===== src/rtl/io_controller_pkg.sv =====
// Shared types, serializer states and defaults for the io_controller slice.
// IO_WORD_MODE_EN selects 32-bit FIFO entries with byte serialization/assembly.
package io_pkg;

  typedef logic [31:0] io_word_t;
  typedef logic [7:0]  io_byte_t;

  typedef enum logic [2:0] {
    TX_IDLE = 3'd0,
    TX_B0   = 3'd1,
    TX_B1   = 3'd2,
    TX_B2   = 3'd3,
    TX_B3   = 3'd4
  } tx_state_t;

  localparam int BYTES_PER_WORD = 4;
  localparam int OUT_DEPTH_DEF  = 16;
  localparam int IN_DEPTH_DEF   = 16;

  // Little-endian byte lane select: idx 0 is bits [7:0].
  function automatic io_byte_t word_byte(input io_word_t w, input logic [1:0] idx);
    return w[{idx, 3'b000} +: 8];
  endfunction

endpackage


===== src/rtl/io_controller_if.sv =====
// Core-side and UART-side handshake signals of io_controller.
// master = core/UART environment, slave = the controller.
interface io_controller_if;
  import io_pkg::*;

  logic     out_issued;
  io_word_t out_data;
  logic     out_stall;
  logic     in_issued;
  logic     in_stall;
  io_word_t in_data;
  io_byte_t tx_data;
  logic     tx_valid;
  logic     tx_ready;
  io_byte_t rx_data;
  logic     rx_valid;
  logic     rx_overflow;

  modport master (
    output out_issued, out_data, in_issued, tx_ready, rx_data, rx_valid,
    input  out_stall, in_stall, in_data, tx_data, tx_valid, rx_overflow
  );

  modport slave (
    input  out_issued, out_data, in_issued, tx_ready, rx_data, rx_valid,
    output out_stall, in_stall, in_data, tx_data, tx_valid, rx_overflow
  );

endinterface


===== src/rtl/io_sync_fifo.sv =====
// Synchronous FIFO with registered full/empty; push is refused when full even if
// a pop happens in the same cycle. DEPTH must be a power of two.
module io_sync_fifo #(
  parameter int WIDTH = 8,
  parameter int DEPTH = 16
) (
  input  logic                     clk,
  input  logic                     rst,
  input  logic                     push,
  input  logic                     pop,
  input  logic [WIDTH-1:0]         wdata,
  output logic [WIDTH-1:0]         rdata,
  output logic                     full,
  output logic                     empty,
  output logic [$clog2(DEPTH):0]   count
);

  localparam int PTR_W = $clog2(DEPTH);
  localparam int CNT_W = PTR_W + 1;

  logic [WIDTH-1:0] r_mem [DEPTH];
  logic [PTR_W-1:0] r_wptr;
  logic [PTR_W-1:0] r_rptr;
  logic [CNT_W-1:0] r_count;
  logic             w_do_push;
  logic             w_do_pop;

  assign full      = (r_count == CNT_W'(DEPTH));
  assign empty     = (r_count == CNT_W'(0));
  assign count     = r_count;
  assign rdata     = r_mem[r_rptr];
  assign w_do_push = push & ~full;
  assign w_do_pop  = pop & ~empty;

  // Storage is not reset; pointers alone define what is valid.
  always_ff @(posedge clk) begin
    if (w_do_push) begin
      r_mem[r_wptr] <= wdata;
    end
  end

  always_ff @(posedge clk) begin
    if (rst) begin
      r_wptr  <= PTR_W'(0);
      r_rptr  <= PTR_W'(0);
      r_count <= CNT_W'(0);
    end else begin
      if (w_do_push) r_wptr <= r_wptr + PTR_W'(1);
      if (w_do_pop)  r_rptr <= r_rptr + PTR_W'(1);
      case ({w_do_push, w_do_pop})
        2'b10:   r_count <= r_count + CNT_W'(1);
        2'b01:   r_count <= r_count - CNT_W'(1);
        default: r_count <= r_count;
      endcase
    end
  end

endmodule


===== src/rtl/io_controller.sv =====
// Core I/O responder: TX FIFO drained onto a byte valid/ready link, RX FIFO fed
// by the UART receiver. Define IO_WORD_MODE_EN for 32-bit entries.
module io_controller
  import io_pkg::*;
#(
  parameter int OUT_DEPTH = OUT_DEPTH_DEF,
  parameter int IN_DEPTH  = IN_DEPTH_DEF
) (
  input  logic            clk,
  input  logic            rst,
  io_controller_if.slave  bus
);

`ifdef IO_WORD_MODE_EN
  localparam int TX_W = 32;
  localparam int RX_W = 32;
`else
  localparam int TX_W = 8;
  localparam int RX_W = 8;
`endif

  logic                       w_tx_push;
  logic                       w_tx_pop;
  logic                       w_tx_full;
  logic                       w_tx_empty;
  logic [TX_W-1:0]            w_tx_head;
  logic [TX_W-1:0]            w_tx_wdata;
  logic [$clog2(OUT_DEPTH):0] w_tx_count;
  logic                       w_tx_valid;
  io_byte_t                   w_tx_data;

  logic                       w_rx_push;
  logic                       w_rx_pop;
  logic                       w_rx_full;
  logic                       w_rx_empty;
  logic [RX_W-1:0]            w_rx_head;
  logic [RX_W-1:0]            w_rx_wdata;
  logic [$clog2(IN_DEPTH):0]  w_rx_count;

  io_word_t                   r_in_data;
  logic                       r_overflow;
  logic                       w_unused;

  assign bus.out_stall   = bus.out_issued & w_tx_full;
  assign bus.in_stall    = bus.in_issued & w_rx_empty;
  assign bus.in_data     = r_in_data;
  assign bus.rx_overflow = r_overflow;
  assign bus.tx_valid    = w_tx_valid;
  assign bus.tx_data     = w_tx_data;

  assign w_tx_push = bus.out_issued & ~w_tx_full;
  assign w_rx_pop  = bus.in_issued & ~w_rx_empty;

  io_sync_fifo #(.WIDTH(TX_W), .DEPTH(OUT_DEPTH)) u_tx_fifo (
    .clk   (clk),
    .rst   (rst),
    .push  (w_tx_push),
    .pop   (w_tx_pop),
    .wdata (w_tx_wdata),
    .rdata (w_tx_head),
    .full  (w_tx_full),
    .empty (w_tx_empty),
    .count (w_tx_count)
  );

  io_sync_fifo #(.WIDTH(RX_W), .DEPTH(IN_DEPTH)) u_rx_fifo (
    .clk   (clk),
    .rst   (rst),
    .push  (w_rx_push),
    .pop   (w_rx_pop),
    .wdata (w_rx_wdata),
    .rdata (w_rx_head),
    .full  (w_rx_full),
    .empty (w_rx_empty),
    .count (w_rx_count)
  );

`ifdef IO_WORD_MODE_EN
  tx_state_t      r_tx_state;
  tx_state_t      w_tx_state_nxt;
  logic [1:0]     r_asm_cnt;
  logic [23:0]    r_asm;

  assign w_tx_wdata = bus.out_data;
  assign w_unused   = ^{w_tx_count, w_rx_count};

  always_ff @(posedge clk) begin
    if (rst) begin
      r_tx_state <= TX_IDLE;
    end else begin
      r_tx_state <= w_tx_state_nxt;
    end
  end

  // Serializer: walks the head word byte0..byte3, popping it on the last transfer.
  always_comb begin
    w_tx_state_nxt = r_tx_state;
    w_tx_valid     = 1'b1;
    w_tx_data      = 8'h00;
    w_tx_pop       = 1'b0;
    case (r_tx_state)
      TX_IDLE: begin
        w_tx_valid = 1'b0;
        if (!w_tx_empty) w_tx_state_nxt = TX_B0;
        else             w_tx_state_nxt = TX_IDLE;
      end
      TX_B0: begin
        w_tx_data = word_byte(w_tx_head, 2'd0);
        if (bus.tx_ready) w_tx_state_nxt = TX_B1;
        else              w_tx_state_nxt = TX_B0;
      end
      TX_B1: begin
        w_tx_data = word_byte(w_tx_head, 2'd1);
        if (bus.tx_ready) w_tx_state_nxt = TX_B2;
        else              w_tx_state_nxt = TX_B1;
      end
      TX_B2: begin
        w_tx_data = word_byte(w_tx_head, 2'd2);
        if (bus.tx_ready) w_tx_state_nxt = TX_B3;
        else              w_tx_state_nxt = TX_B2;
      end
      TX_B3: begin
        w_tx_data = word_byte(w_tx_head, 2'd3);
        if (bus.tx_ready) begin
          w_tx_pop       = 1'b1;
          w_tx_state_nxt = TX_IDLE;
        end else begin
          w_tx_state_nxt = TX_B3;
        end
      end
      default: begin
        w_tx_valid     = 1'b0;
        w_tx_state_nxt = TX_IDLE;
      end
    endcase
  end

  // Assembler keeps the three earlier bytes; the fourth completes the word.
  always_ff @(posedge clk) begin
    if (rst) begin
      r_asm_cnt <= 2'd0;
      r_asm     <= 24'h000000;
    end else if (bus.rx_valid) begin
      r_asm_cnt <= r_asm_cnt + 2'd1;
      r_asm     <= {bus.rx_data, r_asm[23:8]};
    end else begin
      r_asm_cnt <= r_asm_cnt;
      r_asm     <= r_asm;
    end
  end

  assign w_rx_push  = bus.rx_valid & (r_asm_cnt == 2'(BYTES_PER_WORD - 1));
  assign w_rx_wdata = {bus.rx_data, r_asm};
`else
  assign w_tx_wdata = bus.out_data[7:0];
  assign w_tx_valid = ~w_tx_empty;
  assign w_tx_data  = w_tx_empty ? 8'h00 : w_tx_head;
  assign w_tx_pop   = w_tx_valid & bus.tx_ready;
  assign w_rx_push  = bus.rx_valid;
  assign w_rx_wdata = bus.rx_data;
  assign w_unused   = ^{w_tx_count, w_rx_count, bus.out_data[31:8]};
`endif

  // Overflow is sticky until reset; in_data holds until the next accepted read.
  always_ff @(posedge clk) begin
    if (rst) begin
      r_overflow <= 1'b0;
      r_in_data  <= 32'h0000_0000;
    end else begin
      if (w_rx_push & w_rx_full) r_overflow <= 1'b1;
      if (w_rx_pop)              r_in_data  <= io_word_t'(w_rx_head);
    end
  end

endmodule


===== src/flat_wrapper.sv =====
// flat-port wrapper written by rule: the top's interface ports become plain ports
module io_controller_flat import io_pkg::*;
#(
  parameter int OUT_DEPTH = OUT_DEPTH_DEF,
  parameter int IN_DEPTH  = IN_DEPTH_DEF
)
  (clk, rst, bus_out_issued, bus_out_data, bus_in_issued, bus_tx_ready, bus_rx_data, bus_rx_valid, bus_out_stall, bus_in_stall, bus_in_data, bus_tx_data, bus_tx_valid, bus_rx_overflow);
  io_controller_if bus_i ();
  input  logic clk;
  input  logic rst;
  input wire logic [$bits(bus_i.out_issued)-1:0] bus_out_issued;
  input wire logic [$bits(bus_i.out_data)-1:0] bus_out_data;
  input wire logic [$bits(bus_i.in_issued)-1:0] bus_in_issued;
  input wire logic [$bits(bus_i.tx_ready)-1:0] bus_tx_ready;
  input wire logic [$bits(bus_i.rx_data)-1:0] bus_rx_data;
  input wire logic [$bits(bus_i.rx_valid)-1:0] bus_rx_valid;
  output wire logic [$bits(bus_i.out_stall)-1:0] bus_out_stall;
  output wire logic [$bits(bus_i.in_stall)-1:0] bus_in_stall;
  output wire logic [$bits(bus_i.in_data)-1:0] bus_in_data;
  output wire logic [$bits(bus_i.tx_data)-1:0] bus_tx_data;
  output wire logic [$bits(bus_i.tx_valid)-1:0] bus_tx_valid;
  output wire logic [$bits(bus_i.rx_overflow)-1:0] bus_rx_overflow;
  assign bus_i.out_issued = bus_out_issued;
  assign bus_i.out_data = bus_out_data;
  assign bus_i.in_issued = bus_in_issued;
  assign bus_i.tx_ready = bus_tx_ready;
  assign bus_i.rx_data = bus_rx_data;
  assign bus_i.rx_valid = bus_rx_valid;
  assign bus_out_stall = bus_i.out_stall;
  assign bus_in_stall = bus_i.in_stall;
  assign bus_in_data = bus_i.in_data;
  assign bus_tx_data = bus_i.tx_data;
  assign bus_tx_valid = bus_i.tx_valid;
  assign bus_rx_overflow = bus_i.rx_overflow;
  io_controller #(.OUT_DEPTH(OUT_DEPTH), .IN_DEPTH(IN_DEPTH)) u_core (.clk(clk), .rst(rst), .bus(bus_i));
endmodule

===== config.mk =====
export PLATFORM = sky130hd
export DESIGN_NAME = io_controller_flat
export DESIGN_NICKNAME = d
export VERILOG_FILES = /design/src/rtl/io_controller_pkg.sv /design/src/rtl/io_controller_if.sv /design/src/rtl/io_sync_fifo.sv /design/src/rtl/io_controller.sv /design/src/flat_wrapper.sv
export SDC_FILE = /design/constraint.sdc
export NUM_CORES = 1
export LEC_CHECK = 0
export ABC_CLOCK_PERIOD_IN_PS = 6500
export BUFFER_PORTS_ARGS = -buffer_cell sky130_fd_sc_hd__buf_2
export CORE_MARGIN = 3
export CORE_UTILIZATION = 45
export CTS_CLUSTER_DIAMETER = 80
export DETAILED_ROUTE_END_ITERATION = 6
export PLACE_DENSITY = 0.66
export SLEW_MARGIN = 5
export SYNTH_ARGS = -nofsm -noshare
export SYNTH_HDL_FRONTEND = slang
export SYNTH_HIERARCHICAL = 1
export SYNTH_SLANG_ARGS = --single-unit

===== constraint.sdc =====
create_clock -name clk -period 6.5 [get_ports clk]
set_clock_uncertainty 0.2 [all_clocks]
set_input_delay 0.325 -clock clk [delete_from_list [all_inputs] [get_ports clk]]
set_output_delay 0.325 -clock clk [all_outputs]
set_load 0.02 [all_outputs]

Word level (Yosys, flattened, before mapping)

Memory sizes are Yosys's and may differ from the RTL's. A register that Yosys moved wholly into a read port is not among the register bits.
Cells that the tools add are included.

Reductions and logical operators: 4
Bitwise operators: 14
Equal/unequal tests: 6
Mux-type cells: 9
Add/sub/neg operators: 8

Operators with widths:

| operator                                                              | count |
|---|---|
| 5-bit case mux with 2 select lines                                    | 2 |
| 4-bit by 1-bit adder with 4-bit output, second input constant         | 4 |
| 5-bit by 1-bit adder with 5-bit output, second input constant         | 2 |
| 1-bit AND                                                             | 10 |
| 5-bit equality test, second input constant                            | 2 |
| 5-bit zero test                                                       | 2 |
| 5-bit by 1-bit subtractor with 5-bit output, second input constant    | 2 |
| 4-bit two-way mux                                                     | 2 |
| 8-bit two-way mux                                                     | 1 |
| 2-bit by 1-bit equality test with 1-bit output, second input constant | 2 |
| 2-bit equality test, second input constant                            | 2 |
| 1-bit two-way mux                                                     | 4 |
| 1-bit NOT                                                             | 4 |
| 2-bit nonzero test                                                    | 2 |

Bits in registers: 27
Logic and storage cells: 50
Memories kept: 2
Memory bits (writable): 256

Memories:

| name                   | depth | width | read ports | clocked after memory_dff | write ports | RTL line           | source |
|---|---|---|---|---|---|---|---|
| u_core.u_rx_fifo.r_mem | 16    | 8     | 1          | 1                        | 1           | io_sync_fifo.sv:21 | `logic [WIDTH-1:0] r_mem [DEPTH];` |
| u_core.u_tx_fifo.r_mem | 16    | 8     | 1          | 1                        | 1           | io_sync_fifo.sv:21 |  |

Logic depth before layout (Yosys ltp)

Gate-level depths: netlist of the first run.

Word-level depth: 6
Depth in mapped cells: 16
Gate-level depth less buffers: 12

Hierarchy

The synthesis of the first run kept the hierarchy.

Modules (own cells, without submodules):

| module        | times used | area each (um^2) | cells each |
|---|---|---|---|
| io_sync_fifo  | 2          | 5,836.8          | 324 |
| io_controller | 1          | 700.7            | 76 |

Least setup slack after synthesis of the first run

No wires, ideal clock.

Kind: register to register
Start point: register u_core.u_tx_fifo.r_count[1] (netlist: u_core/u_tx_fifo/count[1])
End point: register u_core.u_tx_fifo.r_count[4] (netlist: u_core/u_tx_fifo/count[4])
Cell stages (with the launch flop): 16
Arrival: 3,299 ps
Path slack: 2,880 ps
Setup time: 121 ps
Cell sequence: dfxtp_1 > buf_6 > or4_4 > buf_6 > nor2_1 > nor2b_1 > o21ai_4 > inv_1 > ha_1 > clkbuf_1 > xor2_1 > ha_1 > inv_1 > a21o_1 > a221oi_1 > mux2_2

Word-level cells in the longest chain between the ends: 6

RTL lines:

| what                                                                                  | RTL line             | source |
|---|---|---|
| from (decl)                                                                           | io_sync_fifo.sv:24   | `logic [CNT_W-1:0] r_count;` |
| from (signal assigned)                                                                | io_sync_fifo.sv:51   | `2'b10: r_count <= r_count + CNT_W'(1);` |
| from (signal assigned)                                                                | io_sync_fifo.sv:52   | `2'b01: r_count <= r_count - CNT_W'(1);` |
| from (signal assigned)                                                                | io_sync_fifo.sv:53   | `default: r_count <= r_count;` |
| 5-bit zero test *                                                                     | io_sync_fifo.sv:29   | `assign empty = (r_count == CNT_W'(0));` |
| named net u_core.w_tx_empty                                                           | io_controller.sv:25  | `logic w_tx_empty;` |
| 1-bit NOT *                                                                           | io_controller.sv:156 | `assign w_tx_valid = ~w_tx_empty;` |
| 1-bit AND *                                                                           | io_controller.sv:158 | `assign w_tx_pop = w_tx_valid & bus.tx_ready;` |
| named net u_core.w_tx_pop                                                             | io_controller.sv:23  | `logic w_tx_pop;` |
| 1-bit AND *                                                                           | io_sync_fifo.sv:33   | `assign w_do_pop = pop & ~empty;` |
| named net u_core.u_tx_fifo.w_do_pop                                                   | io_sync_fifo.sv:26   | `logic w_do_pop;` |
| 2-bit by 1-bit equality test with 1-bit output or 2-bit equality test (tied branches) | io_sync_fifo.sv:50   | `case ({w_do_push, w_do_pop})` |
| 5-bit case mux with 2 select lines or 2-bit nonzero test (tied branches)              | n/a                  |  |

The timed path passes the listed nets; every way through them passes the cells marked *.
A chain may end at the register's enable or synchronous reset.

Final worst setup path of the first run

Start point: register u_core.u_tx_fifo.r_count[1] (netlist: u_core/u_tx_fifo/count[1])
End point: register u_core.u_tx_fifo.r_count[3] (netlist: u_core/u_tx_fifo/count[3])

Same word-level chain as after synthesis.

==> results of run 1 <==
## final cells by class
| cell class | count | share of cell area [%] |
|---|---|---|
| Multi-Input combinational cell | 369 | 24.92 |
| Clock buffer | 42 | 6.390 |
| Sequential cell | 299 | 61.34 |
| Inverter | 15 | 0.4038 |
| Tap cell | 341 | 3.060 |
| Timing Repair Buffer | 53 | 2.279 |
| Clock inverter | 19 | 1.606 |
## sequential cells by signal, indices dropped and copies added, names as in the netlist, named ones only
signal,cells
u_core/u_tx_fifo/r_mem,128
u_core/u_rx_fifo/r_rptr,4
u_core/u_rx_fifo/r_mem,128
u_core/u_tx_fifo/r_rptr,4
u_core/u_rx_fifo/r_wptr,4
u_core/u_tx_fifo/count,5
u_core/u_rx_fifo/count,5
u_core/bus.rx_overflow,1
u_core/bus.in_data,8
u_core/u_tx_fifo/r_wptr,4
## routing by layer
layer  vias to the layer above  track usage (%)
met3                        39            3.585
met1                      3266            22.61
li1                       2875                -
met4                         0            5.311
met2                       202            25.98
met5                         -                0
## cells in the mapped netlist, types with 14 or more instances
library cell	n	area share, %
mux4_2	64	12
nor2b_1	14	0.71
xor2_1	14	0.99
nand2b_1	14	0.71
dfxtp_1	43	7.0
edfxtp_1	256	62
a22oi_1	32	1.9
inv_1	15	0.45
nor2_1	69	2.1
nand2_1	28	0.85
ha_1	16	1.6
clkbuf_1	23	0.70
buf_4	24	1.5
## critical path, cell delays in order (launching register included)
cell and delay (ns):
dfxtp_1 0.38, or4_4 0.64, nor2_1 0.62, nor2b_1 0.31
o21ai_4 0.16, inv_1 0.06, ha_1 0.29, ha_1 0.39
or3b_2 0.46, o311ai_0 0.50
## where the power goes
group          total, mW  switching, mW  leakage, nW  internal, mW
registers           2.24         0.0713         2.66          2.17
logic              0.986          0.569         1.49         0.417
clock network       1.87          0.728        0.529          1.14
total               5.10           1.37         4.68          3.73
## cells by family after synthesis
kind of cell               synth area share [%]
muxes                                     12.32
xor gates and xnor gates                  1.133
AOI/OAI and AO/OA                         5.076
and+or+nand+nor                           7.169
buffers and inverters                     3.579
adders and majority gates                 1.618
DFF                                       69.08
other                                   0.03030
## worst max path at each step
stage,start,to,slack (ns),cells past startpoint
after floorplan,u_core/u_tx_fifo/count[1]$_SDFFE_PP0P_,u_core/u_tx_fifo/count[4]$_SDFFE_PP0P_,2.88,15
after global placement,u_core/u_tx_fifo/count[1]$_SDFFE_PP0P_,u_core/u_tx_fifo/count[4]$_SDFFE_PP0P_,2.51,12
after detailed placement,u_core/u_tx_fifo/count[1]$_SDFFE_PP0P_,u_core/u_tx_fifo/count[4]$_SDFFE_PP0P_,2.42,11
after CTS,u_core/u_tx_fifo/count[1]$_SDFFE_PP0P_,u_core/u_tx_fifo/count[4]$_SDFFE_PP0P_,2.40,11
after global routing,u_core/u_tx_fifo/count[1]$_SDFFE_PP0P_,u_core/u_tx_fifo/count[3]$_SDFFE_PP0P_,2.09,9
final,u_core/u_tx_fifo/count[1]$_SDFFE_PP0P_,u_core/u_tx_fifo/count[3]$_SDFFE_PP0P_,2.33,9
==> run metrics, run 1 <==
status finished, final reports clean; Syn. warnings 6; Total Power 5.098 mW; power density over cell area 365.6 nW/um^2; postcts setup bufs 0; later-pin clock latency in the skew report 0.51 ns; crit start category flip-flop; Die Y 171.8 microns; Max Root-Sink Buffers 3; largest net degree at the start of global routing 58; pre-CTS WS 2.423 ns; Crit path required time 6.63 ns; initial antenna violation count 0; Overall Global Routing Usage 16.31%; grt total ovfl 0; fill count 2,147; Max Freq 239.7 MHz; hold endpoint u_core/u_rx_fifo/r_mem[4][0]$_DFFE_PP_; Crit Path Class flip-flop to flip-flop; root buf cell clkbuf_16; reg-to-reg setup timing slack 2.33 ns; fin crit period 4.172 ns; Sum Neg Setup Slack 0 ns; DP Area 12,730 sq um; CTS Buf Count 34; register bit total from synthesis 299; Met3 Wirelength 1370 microns; Reg clk slew, reported paths 0.06 ns; synthesized area 12,370 sq um; post-DP HPWL 15,200 microns; wl on met1 10,270 microns; non-filler instance count after layout 1,138; Top Ports 90; Critical Path AT 4.30 ns; first-pass GRT wire length 36,890 microns; placed cells 1,068; PnR worst setup slack 2.328 ns; initial DRC count 596; via count 6,382; H-tree Lvls 2; final count of pins violating max slew 0; Die Area 29,520 sq um; CTS tree done; Worst Tran Pin Value 1.286 ns; Core ar. 27,030 sq um; vias in the first global route 6,480; unique cell type count in the Yosys netlist 48; vias per inst 5.608; DR DRC count 0; hold slack 0.01137 ns; setup violators final 0; Port Buffers 41; WL met2 11,660 microns; routed len/inst 20.91 microns; FF-to-FF Start u_core/u_tx_fifo/count[1]$_SDFFE_PP0P_; min-delay src bus_rx_data[0]; final worst-path cycle share 64.18%; post-CTS sizing 0; ANT nets after route 0; r2r worst-path depth 9; worst hold path type input port to flip-flop; highest metal used met4; Sink Count 299; relative slew slack 13.61%; Final Util 51.59%; leakage 4.679 nW; maximum VDD drop 0.1784 mV; Initial Utilization 45.79%; layout cell share with drive strength beyond 1 23.71%; Post-Synthesis Cells 724; drt first pass iters 5; GPL Wtd Cong 0.8191; layout overhead on the synthesized area 12.67%; asr flop ratio synth 0%; Post-synth top flop edfxtp_1; RSZ-0062 raised after global routing no; commonest non-fill, non-tap cell in the layout edfxtp_1; Post-Syn Area per Cell 17.09 sq um; endpoints failing hold 0; number of synthesized flops with an enable pin 256; multi-input combinational cell area 3475 sq um; Max Cap Viol 0; antenna cells 0; Total Wirelength 23,800 microns; most frequent cells in the layout edfxtp_1 (256), nor2_1 (69), mux4_2 (64), buf_2 (41), dfxtp_1 (40); fin area 13,940 sq um; register area share after synthesis 69.08%; final net count 834; crit end category flip-flop; worst-path maximum fanout 10; Reg-to-Reg End u_core/u_tx_fifo/count[3]$_SDFFE_PP0P_; FF+latch area 8552 sq um; Hold-fix buffers, CTS 9; Row Count 60; WHS Path Cells 1; die width 171.8 microns
Note: power is estimated with default switching activity, not from simulation.
==> run 2, diff against run 1 <==
--- a/config.mk
+++ b/config.mk
@@ -5,7 +5,7 @@
 export SDC_FILE = /design/constraint.sdc
 export NUM_CORES = 1
 export LEC_CHECK = 0
-export ABC_CLOCK_PERIOD_IN_PS = 6500
+export ABC_CLOCK_PERIOD_IN_PS = 4200
 export BUFFER_PORTS_ARGS = -buffer_cell sky130_fd_sc_hd__buf_2
 export CORE_MARGIN = 3
 export CORE_UTILIZATION = 45
==> constraint.sdc (replaced) <==
create_clock -name clk -period 4.2 [get_ports clk]
set_clock_uncertainty 0.2 [all_clocks]
set_input_delay 0.21 -clock clk [delete_from_list [all_inputs] [get_ports clk]]
set_output_delay 0.21 -clock clk [all_outputs]
set_load 0.02 [all_outputs]
==> run metrics, run 2 (same netlist as run 1, synthesis figures left out) <==
initial DRC count 670 (+12%); FF-to-FF Start u_core/u_tx_fifo/count[2]$_SDFFE_PP0P_; routed len/inst 20.35 microns (-2.7%); Sink Count 299 (unchanged); initial antenna violation count 0 (unchanged); later-pin clock latency in the skew report 0.53 ns (+0.02 ns); status finished, final reports clean; Crit path required time 4.43 ns (-2.20 ns); largest net degree at the start of global routing 58 (unchanged); hold endpoint u_core/u_tx_fifo/r_rptr[2]$_SDFFE_PP0P_; Worst Tran Pin Value 1.254 ns (-0.03243 ns); CTS Buf Count 30 (-12%); net switching power 2.050 mW (+50%); commonest non-fill, non-tap cell in the layout edfxtp_1; Initial Utilization 45.79% (unchanged); endpoints failing hold 0 (unchanged); layout cell share with drive strength beyond 1 23.57% (-0.14 points); Reg-to-Reg End u_core/u_tx_fifo/count[4]$_SDFFE_PP0P_; final worst-path cycle share 86.08% (+22 points); switching portion of total power 26.90% (+0.042 points); Max Root-Sink Buffers 3 (unchanged); power density over cell area 547.4 nW/um^2 (+50%); Die Area 29,520 sq um (unchanged); Comb pwr share 19.4% (about the same); min-delay src bus_tx_ready; drt first pass iters 5 (unchanged); antenna cells 0 (unchanged); vias in the first global route 6,507 (+0.42%); Critical Path AT 3.84 ns (-0.46 ns); layout overhead on the synthesized area 12.54%; fin crit period 3.615 ns (-0.5565 ns); Total Wirelength 23,350 microns (-1.9%); P_int 5.573 mW (+49%); Max Freq 276.6 MHz (+15%); setup violators final 0 (unchanged); Total Power 7.624 mW (+50%); PnR worst setup slack 0.5847 ns (-1.743 ns); first-pass GRT wire length 36,850 microns (about the same); Core ar. 27,030 sq um (unchanged); fin area 13,930 sq um (-0.12%); leakage 4.683 nW (about the same); Crit Path Class flip-flop to flip-flop; worst hold path type input port to flip-flop; RSZ-0062 raised after global routing no; GPL Wtd Cong 0.7978 (-2.6%); vias per inst 5.590 (-0.32%); root buf cell clkbuf_16; WHS Path Cells 5 (+4); pre-CTS WS 0.6376 ns (-1.786 ns); Die Y 171.8 microns (unchanged); most frequent cells in the layout edfxtp_1 (256), nor2_1 (69), mux4_2 (64), buf_2 (41), dfxtp_1 (39); Reg clk slew, reported paths 0.06 ns (about the same); via count 6,412 (+0.47%); Row Count 60 (unchanged); Sum Neg Setup Slack 0 ns (unchanged); Port Buffers 41 (unchanged); hold slack 0.06599 ns (+0.05462 ns); grt total ovfl 0 (unchanged); maximum VDD drop 0.2663 mV (+49%); crit end category flip-flop; crit start category flip-flop; H-tree Lvls 1 (-1); DR DRC count 0 (unchanged); CTS tree done; r2r worst-path depth 13 (+4); crit path from u_core/u_tx_fifo/count[2]$_SDFFE_PP0P_; relative slew slack 15.79% (+2.2 points); Overall Global Routing Usage 16.10% (-0.21 points); final net count 845 (+1.3%); sequential power share 46.8% (+2.8 points); die width 171.8 microns (unchanged); Max Cap Viol 0 (unchanged); ANT nets after route 0 (unchanged); final count of pins violating max slew 0 (unchanged); reg-to-reg setup timing slack 0.58 ns (-1.74 ns); DP Area 12,780 sq um (+0.36%); post-CTS sizing 0 (unchanged); post-DP HPWL 15,420 microns (+1.5%); clock power share 33.8% (-2.9 points); Top Ports 90 (unchanged); worst-path maximum fanout 10 (unchanged)
==> run 2: cell count changes in the layout (fill, tap and decap cells not counted), moves of 2 or more <==
cell / previous run / this run
dlygate4sd3_1: 9 / 18
buf_4: 3 / 9
inv_6: 2 / 0
clkinvlp_4: 3 / 1
clkbuf_16: 34 / 31
clkinv_8: 2 / 0
clkinv_2: 1 / 4
==> run 2: area by class of cell <==
| type | count | area, sq um |
|---|---|---|
| Fill cell | 2183 | 13100 |
| Sequential cell | 299 | 8553 |
| Multi-Input combinational cell | 369 | 3470 |
| Clock buffer | 38 | 802.0 |
| Timing Repair Buffer | 68 | 452.9 |
| Tap cell | 341 | 426.7 |
| Clock inverter | 17 | 165.2 |
| Inverter | 15 | 56.30 |
==> run 2: metrics by stage <==
| step | std cells | utilization (%) |
|---|---|---|
| after global placement | 1074 | 47.28 |
| after CTS | 1147 | 51.53 |
| final | 1147 | 51.53 |
| after global routing | 1147 | 51.53 |
| after floorplan | 747 | - |
| after detailed placement | 1074 | 47.28 |
==> run 2: routing by layer <==
metal | part of all wire, % | routed length (microns) | GRT usage [%] | vias up
li1 | - | - | - | 2890
met1 | 43 | 10090 | 22.23 | 3280
met2 | 49 | 11420 | 26.56 | 204
met3 | 6.1 | 1416 | 3.425 | 38
met4 | 1.8 | 417 | 3.783 | 0
met5 | 0 | 0 | 0 | -
==> run 2: critical path: stages (launching register included) <==
cell and delay (ns):
dfxtp_1 0.49, or4_4 0.27, nor2_1 0.06, buf_4 0.18
nor2b_1 0.44, o21ai_4 0.14, inv_1 0.08, ha_1 0.33
xor2_1 0.18, ha_1 0.20, inv_1 0.07, a21o_1 0.15
a221oi_1 0.33, mux2_2 0.37
==> run 2: power groups by stage <==
stage / logic, mW / registers (mW) / clock network, mW
6_report: 1.48 / 3.56 / 2.58
5_1_grt: 1.61 / 3.60 / 2.77
4_1_cts: 1.49 / 3.57 / 2.64
3_5_place_dp: 1.47 / 3.63 / 0
3_3_place_gp: 1.43 / 3.62 / 0
2_1_floorplan: 1.26 / 3.50 / 0
==> run 2: how the worst max path moves through the flow <==
stage	to	slack, ns	cells past startpoint
floorplan	u_core/u_tx_fifo/count[4]$_SDFFE_PP0P_	0.58	15
global placement	u_core/u_tx_fifo/count[4]$_SDFFE_PP0P_	0.71	13
detailed placement	u_core/u_tx_fifo/count[4]$_SDFFE_PP0P_	0.64	13
CTS	u_core/u_tx_fifo/count[4]$_SDFFE_PP0P_	0.61	13
global route	u_core/u_tx_fifo/count[4]$_SDFFE_PP0P_	0.28	13
finish	u_core/u_tx_fifo/count[4]$_SDFFE_PP0P_	0.58	13
==> run 2: what timing repair did <==
action | CTS | global route
hold endpoints to repair | 269 | 0
hold buffers | 18 | 0
buffers inserted | 0 | 0
